## src/rtl/rr_grant_arbiter_pkg.sv

```systemverilog
// Shared constants, FSM state type and decode helper for the round-robin grant arbiter.
package rr_grant_arbiter_pkg;

    localparam int unsigned N_REQ = 8;
    localparam int unsigned IDX_W = 3;

    typedef enum logic {
        StIdle,
        StBusy
    } state_e;

    function automatic logic [N_REQ-1:0] onehot8(input logic [IDX_W-1:0] idx);
        onehot8      = '0;
        onehot8[idx] = 1'b1;
    endfunction

endpackage

```

## src/rtl/rr_pri_enc.sv

```systemverilog
// Rotating priority encoder: finds the first set request at or after start_i, wrapping mod 8.
module rr_pri_enc
    import rr_grant_arbiter_pkg::*;
(
    input  logic [N_REQ-1:0] req_i,
    input  logic [IDX_W-1:0] start_i,
    output logic             found_o,
    output logic [IDX_W-1:0] idx_o
);

    logic [N_REQ-1:0] rot;
    logic [IDX_W-1:0] off;

    always_comb begin
        // Rotate so that bit 0 corresponds to index start_i.
        rot     = N_REQ'({req_i, req_i} >> start_i);
        found_o = |rot;
        off     = '0;
        for (int i = N_REQ - 1; i >= 0; i--) begin
            if (rot[i]) begin
                off = IDX_W'(i);
            end
        end
        idx_o = start_i + off;
    end

endmodule

```

## src/rtl/rr_grant_arbiter.sv

```systemverilog
// Round-robin arbiter for 8 requesters: grants are held until released or the watchdog fires.
module rr_grant_arbiter
    import rr_grant_arbiter_pkg::*;
#(
    parameter int unsigned N        = 8,
    parameter int unsigned MAX_HOLD = 16,
    parameter int unsigned CNT_W    = 8
) (
    input  logic             clk,
    input  logic             rst_n,
    input  logic [N-1:0]     req,
    output logic [N-1:0]     gnt,
    output logic [IDX_W-1:0] gnt_idx,
    output logic             gnt_valid,
    output logic             timeout
);

    localparam bit               WdogEn   = (MAX_HOLD != 0);
    localparam logic [CNT_W-1:0] HoldLast = CNT_W'(MAX_HOLD - 1);

    state_e           state_q, state_d;
    logic [N-1:0]     gnt_q, gnt_d;
    logic [IDX_W-1:0] idx_q, idx_d;
    logic             valid_q, valid_d;
    logic             timeout_q, timeout_d;
    logic [IDX_W-1:0] last_q, last_d;
    logic [CNT_W-1:0] cnt_q, cnt_d;

    logic             win_found;
    logic [IDX_W-1:0] win_idx;
    logic             wdog_hit;

    rr_pri_enc u_pri_enc (
        .req_i   (req),
        .start_i (last_q + IDX_W'(1)),
        .found_o (win_found),
        .idx_o   (win_idx)
    );

    assign wdog_hit = WdogEn && (cnt_q == HoldLast);

    always_comb begin
        state_d   = state_q;
        gnt_d     = gnt_q;
        idx_d     = idx_q;
        valid_d   = valid_q;
        timeout_d = 1'b0;
        last_d    = last_q;
        cnt_d     = cnt_q;
        case (state_q)
            StIdle: begin
                if (win_found) begin
                    gnt_d   = onehot8(win_idx);
                    idx_d   = win_idx;
                    valid_d = 1'b1;
                    cnt_d   = '0;
                    state_d = StBusy;
                end
            end
            StBusy: begin
                // Watchdog takes precedence so a same-edge drop still reports timeout.
                if (!req[idx_q] || wdog_hit) begin
                    gnt_d     = '0;
                    idx_d     = '0;
                    valid_d   = 1'b0;
                    timeout_d = wdog_hit;
                    last_d    = idx_q;
                    cnt_d     = '0;
                    state_d   = StIdle;
                end else if (cnt_q != '1) begin
                    cnt_d = cnt_q + CNT_W'(1);
                end
            end
            default: begin
                state_d = StIdle;
            end
        endcase
    end

    always_ff @(posedge clk or negedge rst_n) begin
        if (!rst_n) begin
            state_q   <= StIdle;
            gnt_q     <= '0;
            idx_q     <= '0;
            valid_q   <= 1'b0;
            timeout_q <= 1'b0;
            last_q    <= IDX_W'(N_REQ - 1);
            cnt_q     <= '0;
        end else begin
            state_q   <= state_d;
            gnt_q     <= gnt_d;
            idx_q     <= idx_d;
            valid_q   <= valid_d;
            timeout_q <= timeout_d;
            last_q    <= last_d;
            cnt_q     <= cnt_d;
        end
    end

    assign gnt       = gnt_q;
    assign gnt_idx   = idx_q;
    assign gnt_valid = valid_q;
    assign timeout   = timeout_q;

endmodule

```

## config.mk

```make
export PLATFORM = sky130hd
export DESIGN_NAME = rr_grant_arbiter
export DESIGN_NICKNAME = d
export VERILOG_FILES = /design/src/rtl/rr_grant_arbiter_pkg.sv /design/src/rtl/rr_pri_enc.sv /design/src/rtl/rr_grant_arbiter.sv
export SDC_FILE = /design/constraint.sdc
export NUM_CORES = 1
export LEC_CHECK = 0
export CAP_MARGIN = 20
export CELL_PAD_IN_SITES_DETAIL_PLACEMENT = 1
export CELL_PAD_IN_SITES_GLOBAL_PLACEMENT = 1
export CORE_MARGIN = 4
export CORE_UTILIZATION = 44
export DETAILED_ROUTE_END_ITERATION = 7
export PLACE_DENSITY_LB_ADDON = 0.12
export SYNTH_ARGS = -nofsm -noshare
export SYNTH_HDL_FRONTEND = slang
export SYNTH_HIERARCHICAL = 1
export SYNTH_SLANG_ARGS = --single-unit
```

## constraint.sdc

```tcl
create_clock -name clk -period 4.37 [get_ports clk]
set_clock_uncertainty 0.15 [all_clocks]
set_input_delay 0.6555 -clock clk [delete_from_list [all_inputs] [get_ports clk]]
set_output_delay 0.6555 -clock clk [all_outputs]
set_load 0.1 [all_outputs]
```

After elaboration in Yosys (flattened, before gate mapping)
Cells that the tools add are included.

cells by class
  add/subtract/negate cells = 3
  $mul = 0
  div/mod/pow operators = 0
  $lt $le $gt $ge = 3
  eq/ne operators = 5
  shifts and indexed selects = 1
  mux-type cells = 30
  bitwise logic cells = 1
  reductions and logical operators = 7

operators with widths
  operator               number
  $mux W8                5
  $pmux W8 S2            2
  $mux W3                10
  $shr A16 B3 Y8         1
  $add A8 B1 Y8 const B  1
  $eq A8 B4 Y1 const B   1
  $lt A3 B4 Y1 const B   2
  $mux W1                8
  $ne A8 B8 Y1 const B   1
  $reduce_or A8 Y1       1
  $pmux W3 S2            1
  $reduce_and A2 Y1      3
  $ne A2 B1 Y1 const B   2
  $pmux W1 S2            2
  $add A3 B1 Y3 const B  1
  $add A3 B3 Y3          1
  $bmux W1 S3            1
  $demux W1 S3           1
  $ge A3 B1 Y1 const B   1
  $ne A3 B1 Y1 const B   1
  $logic_and A1 B1 Y1    1
  $logic_not A1 Y1       1
  $logic_or A1 B1 Y1     1
  $not A1 Y1             1

word-level totals
  register bits = 25
  bits in latches = 0
  RAM bits = 0
  ROM bits = 0
  input bits = 10
  output and inout bits = 13
  logic and storage cells = 57
  memories = 0

Logic depth before layout (Yosys ltp)
Gate-level depths: netlist of the first run.

  word-level depth = 17
  depth in mapped cells = 17
  gate-level depth less buffers = 16

Cells and area by module
The synthesis of the first run kept the hierarchy.

by module, submodules not included
  module            times used  cells each  area each (sq um)  seq. area each (sq um)
  rr_grant_arbiter  1           129         1348.8             629.4
  rr_pri_enc        1           71          651.9              0.0

Least setup slack after synthesis of the first run
Ideal clock, no wire load.

  path type = in2reg
  start point = input port req[4]
  end point = register gnt_q[0] (netlist: gnt[0])
  setup time = 0.134 ns
  data arrival time = 3.597 ns
  required time = 4.086 ns
  setup slack = 0.489 ns
  cell stages on the path = 15
  path buffers = 1
  cells stage by stage = clkbuf_2 mux4_2 mux2_2 o311ai_1 and3_1 nor2_1 o31ai_2 ha_1 inv_1 fa_1 xor2_1 xnor2_1 inv_1 a31oi_1 o22ai_1

between the ends
  cells in the longest elaborated chain, start to end = 16
  elaborated cells on any way between the ends = 25
  classes of those cells = 1 x add/sub; 2 x order compare; 2 x eq/ne; 1 x shift; 14 x mux; 5 x reduce/logical

ends and longest elaborated chain
  item                                                                       line                        text
  start, declared                                                            rr_grant_arbiter.sv:11      input logic [N-1:0] req,
  $shr A16 B3 Y8 *                                                           rr_pri_enc.sv:16            rot = N_REQ'({req_i, req_i} >> start_i);
  $mux W3 (7 in series)                                                      rr_pri_enc.sv:20            if (rot[i]) begin
  $mux W3 *                                                                  rr_pri_enc.sv:20
  $add A3 B3 Y3 *                                                            rr_pri_enc.sv:24            idx_o = start_i + off;
  named net win_idx[2]                                                       rr_grant_arbiter.sv:30      logic [IDX_W-1:0] win_idx;
  $lt A3 B4 Y1 (implied by the code) / $ge A3 B1 Y1 (equally long branches)  rr_grant_arbiter_pkg.sv:14  onehot8[idx] = 1'b1;
  $logic_and A1 B1 Y1 (implied by the code)                                  rr_grant_arbiter_pkg.sv:14
  $mux W1 (implied by the code)                                              rr_grant_arbiter_pkg.sv:14
  $demux W1 S3 *                                                             rr_grant_arbiter_pkg.sv:14
  $mux W8 *                                                                  rr_grant_arbiter.sv:52      if (win_found) begin
  $pmux W8 S2 *                                                              rr_grant_arbiter.sv:50      case (state_q)
  end signal, assigned                                                       rr_grant_arbiter.sv:91      gnt_q <= gnt_d;
  end, declared                                                              rr_grant_arbiter.sv:22      logic [N-1:0] gnt_q, gnt_d;

The timed path passes the listed nets; every way through them passes the cells marked *. The select of a mux whose other input is x is not followed.
A chain may end at the register's enable or synchronous reset.

Worst setup path in the final report of the first run
  start point = register last_q[0]
  end point = register gnt_q[0] (netlist: gnt[0])

between the ends
  cells in the longest elaborated chain, start to end = 17
  elaborated cells on any way between the ends = 21
  classes of those cells = 2 x add/sub; 2 x order compare; 1 x eq/ne; 1 x shift; 12 x mux; 3 x reduce/logical

ends and longest elaborated chain
  item                                                                       line                        text
  start, declared                                                            rr_grant_arbiter.sv:26      logic [IDX_W-1:0] last_q, last_d;
  start signal, assigned                                                     rr_grant_arbiter.sv:87      last_q <= IDX_W'(N_REQ - 1);
  start signal, assigned                                                     rr_grant_arbiter.sv:95      last_q <= last_d;
  $add A3 B1 Y3 *                                                            rr_grant_arbiter.sv:35      .start_i (last_q + IDX_W'(1)),
  $shr A16 B3 Y8                                                             rr_pri_enc.sv:16
  $mux W3 (8 in series)                                                      rr_pri_enc.sv:20
  $add A3 B3 Y3 *                                                            rr_pri_enc.sv:24
  named net win_idx[2]                                                       rr_grant_arbiter.sv:30
  $lt A3 B4 Y1 (implied by the code) / $ge A3 B1 Y1 (equally long branches)  rr_grant_arbiter_pkg.sv:14
  $logic_and A1 B1 Y1 (implied by the code)                                  rr_grant_arbiter_pkg.sv:14
  $mux W1 (implied by the code)                                              rr_grant_arbiter_pkg.sv:14
  $demux W1 S3 *                                                             rr_grant_arbiter_pkg.sv:14
  $mux W8 *                                                                  rr_grant_arbiter.sv:52
  $pmux W8 S2 *                                                              rr_grant_arbiter.sv:50

Marks and branches as above.

==> metrics.yaml, run 1 <==
outcome: "complete, no violations"
finalPower_mw: 1.99
tritoncts_clock_tree: "yes"
cts.clk_slew.worst_paths_ns: 0.10
grt-ovfl-total: 0
cellPowerDensity_mw_per_mm2: 829
grt_pass1_vias: 1700
io_pins: 23
finalNetCount: 243
critPathKind: "register to register"
utilization_pct: 54.7
finalSetupTns_ns: 0
hold_violation_count_in_the_final_report: 0
critical_path_peak_fanout: 4
post_drt_wl_per_cell_um: 18.8
leakage_nw: 1.05
clock_path_buffers: 2
ant_nets: 0
synth.distinct_cells: 58
max-cap-violations: 0
mappedNetlistArea_mm2: 0.00200
port-buffer-count: 22
cts.htree.levels: 1
drcViolationCount: 0
tritoncts_num_sinks: 25
drive_gt1_share_pct: 18.9
min_path_type: "register to register"
dieArea_mm2: 0.00569
post_cts.resized_instances: 0
detail_route.first_pass.iterations: 4
global_route_wire_length_before_repair_um: 8620
num_rows: 24
largest_net_degree_at_the_start_of_global_routing: 26
synth_ff_type: "dfrtp_1"
regToRegSetupSlack_ns: 0.22
power.ir.vdd_worst_mv: 0.522
route.detailed.vias_per_inst: 6.04
max-slew-margin-rel_pct: 35.0
antennaDiodeCount: 0
maxClockFrequency_mhz: 241
cp_data_required_time_ns: 4.36
worst_pin_slew_ns: 0.972
postCtsSetupRepairBufs: 0
drv_slew: 0
setup_repair_after_global_routing_missed_its_margin: "false"
postSynthCellCount: 200
setup_viol: 0
place.detailed.hpwl_um: 4040
cts_hold_repair.buffers: 0
routed-via-count: 1692
synthesis.area_per_instance_um2: 10.0
most-common-layout-cells: "22 x dfrtp_1, 22 x clkdlybuf4s50_1, 18 x mux2i_1"
die_h_um: 75.4
synth.ff_latch_count: 25
start_kind: "register"
insertion_delay_ns: 0.28
post-route-period-util_pct: 94.9
cts-root-buf: "clkbuf_8"
gp_congestion: 0.864
grt_usage_pct: 19.7
synth_nets: 214
number_of_buffers_created_by_cts: 3
syn2layout_area_growth_pct: 19.9
synth-warning-count: 6
totalWireLength_um: 5270
drt-initial-drc-count: 128
synth_seq_area_share_pct: 31.5
horiz_die_dim_um: 75.4
initial_utilization_pct: 45.6
synth-edff-count: 0
asyncSetResetFlopFracSynth_pct: 100
placeableCoreArea_mm2: 0.00438
worst_ep_arrival_time_ns: 4.14
period_minus_slack_ns: 4.15
timing.critical_path.to_type: "register"
antenna_found_initial: 0
state kept, by name, summed over array words and instances (netlist names):
register / count
timeout: 1
gnt_valid: 1
gnt: 8
state_q: 1
last_q: 3
gnt_idx: 3
cnt_q: 8
worst max-delay path: stages, from the launching register on:
cell      delay [ns]
dfstp_2         0.56
ha_2            0.27
mux4_2          0.56
mux2_2          0.30
o311ai_1        0.33
and3_1          0.24
nor2_1          0.06
o31ai_2         0.21
ha_1            0.18
inv_1           0.04
fa_1            0.37
xor2_1          0.16
xnor2_1         0.21
inv_1           0.12
a31oi_1         0.16
o22ai_1         0.09
synth_stat cells, types with 6 or more instances:
| cell type | n | share of area, % |
|---|---|---|
| and3_1 | 8 | 2.5 |
| nor2b_1 | 6 | 1.9 |
| nand3_1 | 6 | 1.5 |
| inv_1 | 8 | 1.5 |
| mux4_2 | 6 | 6.8 |
| nand2_1 | 12 | 2.3 |
| dfrtp_1 | 22 | 28 |
| nor2_1 | 14 | 2.6 |
| a21oi_1 | 7 | 1.8 |
| o21ai_0 | 6 | 1.5 |
| mux2i_1 | 18 | 9.0 |
| o22ai_1 | 6 | 1.9 |
power by group:
group          leakage (nW)  total [mW]  internal, mW  switching, mW
Combinational         0.699        1.47         0.590          0.877
Clock                0.0217       0.146        0.0648         0.0814
Sequential            0.326       0.377         0.298         0.0783
Total                  1.05        1.99         0.953           1.04
metal layers:
metal	wire [um]	track usage (%)
met5	0	0
met4	54	5.44
met3	120	2.24
met2	2520	30.4
met1	2580	29.4
final timing paths:
check / cells after the start / to / startpoint
max: 15 / gnt[0]$_DFFE_PN0P_ / last_q[0]$_DFFE_PN1P_
min: 1 / gnt[5]$_DFFE_PN0P_ / gnt[5]$_DFFE_PN0P_
max reg2reg: 15 / gnt[0]$_DFFE_PN0P_ / last_q[0]$_DFFE_PN1P_
min reg2reg: 1 / gnt[5]$_DFFE_PN0P_ / gnt[5]$_DFFE_PN0P_
max in group asynchronous: 2 / last_q[0]$_DFFE_PN1P_ / rst_n
min in group asynchronous: 1 / cnt_q[5]$_DFFE_PN0P_ / rst_n
metrics by stage:
| stage | hold WS (ns) | instance area [um^2] | cells | setup WS [ns] |
|---|---|---|---|---|
| 6_report | 0.352 | 2400 | 280 | 0.223 |
| 5_1_grt | 0.385 | 2400 | 280 | 0.0562 |
| 4_1_cts | 0.357 | 2360 | 279 | 0.245 |
| 3_5_place_dp | 0.333 | 2310 | 275 | 0.0540 |
| 3_3_place_gp | 0.330 | 2310 | 275 | 0.195 |
| 2_1_floorplan | 0.210 | 2000 | 200 | 0.489 |
area by class of cell:
cell class              instances  area, um^2
inverters                       9        33.8
well taps                      52        65.1
fillers                       485        1980
clock inverters                 1        7.51
multi-input cells             155        1280
repair buffers                 35         338
flip-flops and latches         25         629
clock buffers                   3        41.3
logic make-up (layout without fill, tap and decap cells):
kind of cell,after synthesis,after routing,share of synthesized area [%]
AND/OR/NAND/NOR,64,64,17.2
AO/OA/AOI/OAI,52,52,20.4
multiplexers,32,32,22.0
flip-flops,25,25,31.5
buffers and inverters,20,48,4.81
adder cells (fa/ha/maj),4,4,2.88
XOR/XNOR,3,3,1.31
No activity file was read; power rests on OpenSTA's default activity.
==> inputs of run 2 (changes only) <==
--- a/config.mk
+++ b/config.mk
@@ -8,7 +8,8 @@
 export CAP_MARGIN = 20
 export CELL_PAD_IN_SITES_DETAIL_PLACEMENT = 1
 export CELL_PAD_IN_SITES_GLOBAL_PLACEMENT = 1
-export CORE_MARGIN = 4
+export CORE_ASPECT_RATIO = 0.7
+export CORE_MARGIN = 8
 export CORE_UTILIZATION = 44
 export DETAILED_ROUTE_END_ITERATION = 7
 export PLACE_DENSITY_LB_ADDON = 0.12
==> metrics.yaml, run 2 (synthesis gave the netlist of run 1 again) <==
post_cts.resized_instances: 0  # unchanged
route.detailed.vias_per_inst: 6.16  # +2.0%
insertion_delay_ns: 0.27  # about the same
timing.critical_path.mode_cell: "inv_1"
tritoncts_num_sinks: 25  # unchanged
post_drt_wl_per_cell_um: 19.8  # +4.9%
finalSetupTns_ns: 0  # unchanged
routed-via-count: 1750  # +3.4%
power.share.switching_pct: 52.1  # about the same
most-common-layout-cells: "22 x dfrtp_1, 22 x clkdlybuf4s50_1, 18 x mux2i_1"
clock_path_buffers: 2  # unchanged
horiz_die_dim_um: 96.6  # +28%
grt_usage_pct: 16.7  # -3.1 points
placeableCoreArea_mm2: 0.00435  # -0.68%
pwr-share-comb_pct: 73.6  # about the same
tritoncts_clock_tree: "yes"
largest_net_degree_at_the_start_of_global_routing: 26  # unchanged
initial_utilization_pct: 45.9  # +0.31 points
ant_nets: 0  # unchanged
outcome: "complete, no violations"
timing.critical_path.to_type: "register"
drt-initial-drc-count: 96  # -25%
drive_gt1_share_pct: 18.3  # -0.52 points
cts.htree.levels: 1  # unchanged
grt-ovfl-total: 0  # unchanged
p_int_mw: 0.950  # -0.37%
drcViolationCount: 0  # unchanged
min_path_type: "register to register"
cts-root-buf: "clkbuf_8"
switchingPower_mw: 1.03  # -0.26%
finalNetCount: 244  # +0.41%
maxClockFrequency_mhz: 249  # +3.3%
cellPowerDensity_mw_per_mm2: 827  # -0.26%
fillerInstances: 507  # +4.5%
post-route-period-util_pct: 91.8  # -3.1 points
crit_chain: "clkdlybuf4s50_1 -> mux4_2 -> mux2_2 -> o311ai_1 -> and3_1 -> nor2_1 -> o31ai_2 -> ha_1 -> inv_1 -> fa_1 -> xor2_1 -> xnor2_1 -> inv_1 -> a31oi_1 -> o22ai_1"
postCtsSetupRepairBufs: 0  # unchanged
critical_path.top_delay_family: "multiplexers"
leakage_nw: 1.06  # +0.99%
p_seq_share_pct: 19.2  # +0.3 points
cts.clk_slew.worst_paths_ns: 0.09  # about the same
start_kind: "input port"
global_route_wire_length_before_repair_um: 9250  # +7.3%
max-slew-margin-rel_pct: 34.1  # -0.87 points
syn2layout_area_growth_pct: 19.9  # about the same
detail_route.first_pass.iterations: 4  # unchanged
setup_repair_after_global_routing_missed_its_margin: "false"
worst_ep_arrival_time_ns: 4.00  # -0.14 ns
dieArea_mm2: 0.00699  # +23%
power.ir.vdd_worst_mv: 0.492  # -5.7%
worst_pin_slew_ns: 0.985  # +0.0130 ns
cp.buffers_inverters: 3  # +1
critPathKind: "input port to register"
cts_hold_repair.buffers: 0  # unchanged
gp_congestion: 0.869  # +0.57%
num_rows: 20  # -17%
max-cap-violations: 0  # unchanged
slowest_stage: "mux4_2"
p_clk_share_pct: 7.1  # -0.2 points
cp_data_required_time_ns: 4.36  # about the same
antennaDiodeCount: 0  # unchanged
antenna_found_initial: 0  # unchanged
utilization_pct: 55.1  # +0.35 points
critical_path_peak_fanout: 4  # unchanged
place.detailed.hpwl_um: 4350  # +7.9%
io_pins: 23  # unchanged
die_h_um: 72.4  # -4.0%
period_minus_slack_ns: 4.01  # -0.134 ns
cpPeakStageDelay_ns: 0.53  # -0.03 ns
drv_slew: 0  # unchanged
number_of_buffers_created_by_cts: 3  # unchanged
grt_pass1_vias: 1806  # +6.2%
totalWireLength_um: 5610  # +6.4%
setup_viol: 0  # unchanged
port-buffer-count: 22  # unchanged
hold_violation_count_in_the_final_report: 0  # unchanged
==> run 2: changes by cell type in the layout (fill, tap and decap cells not counted), sizes merged <==
cell | previous run | this run
clkinv | 1 | 2
buf | 13 | 14
clkinvlp | 1 | 0
==> run 2: power by group through the flow <==
stage,clock (mW),sequential [mW],combinational (mW)
final,0.141,0.382,1.46
after global routing,0.152,0.394,1.59
after floorplan,0,0.526,0.974
after global placement,0,0.378,1.39
after detailed placement,0,0.384,1.44
after CTS,0.144,0.380,1.45
==> run 2: worst paths after layout <==
check,startpoint,to,slack [ns],cells past startpoint
worst max-delay path,req[5],gnt[0]$_DFFE_PN0P_,0.36,15
worst min-delay path,gnt[1]$_DFFE_PN0P_,gnt[1]$_DFFE_PN0P_,0.35,1
worst max register to register,last_q[0]$_DFFE_PN1P_,gnt[0]$_DFFE_PN0P_,0.36,15
worst min register to register,gnt[1]$_DFFE_PN0P_,gnt[1]$_DFFE_PN0P_,0.35,1
max in group asynchronous,rst_n,last_q[1]$_DFFE_PN1P_,3.05,2
min in group asynchronous,rst_n,gnt[7]$_DFFE_PN0P_,0.51,1
==> run 2: layer usage <==
layer	vias to the layer above	track usage [%]	share of wire (%)
met3	4	3.20	2.8
met4	0	2.84	0.50
met5	-	0	0
li1	819	-	-
met2	28	25.2	48
met1	899	24.0	49
==> run 2: area by class of cell <==
cell class | count | area (um^2) | share of cell area [%]
Multi-Input combinational cell | 155 | 1270 | 53.2
Sequential cell | 25 | 629 | 26.2
Timing Repair Buffer | 36 | 345 | 14.4
Tap cell | 55 | 68.8 | 2.87
Clock buffer | 3 | 41.3 | 1.72
Inverter | 9 | 33.8 | 1.41
Clock inverter | 1 | 5.00 | 0.209
==> run 2: worst reg2reg max path: cells and delay by family, from the launching register on <==
family                   cells  cell delay, ns
flip-flops                   1            0.56
adder cells (fa/ha/maj)      3            0.78
AO/OA/AOI/OAI                4            0.71
multiplexers                 2            0.86
buffers and inverters        2            0.17
AND/OR/NAND/NOR              2            0.28
XOR/XNOR                     2            0.37
==> run 2: through the flow <==
step,cell area [um^2],setup slack (ns),instances,hold slack [ns],total power [mW]
global placement,2320,0.212,279,0.336,1.77
CTS,2370,0.350,283,0.364,1.98
global route,2400,0.0760,284,0.392,2.14
floorplan,2000,0.489,200,0.210,1.50
finish,2400,0.357,284,0.349,1.98
detailed placement,2320,0.0789,279,0.328,1.83
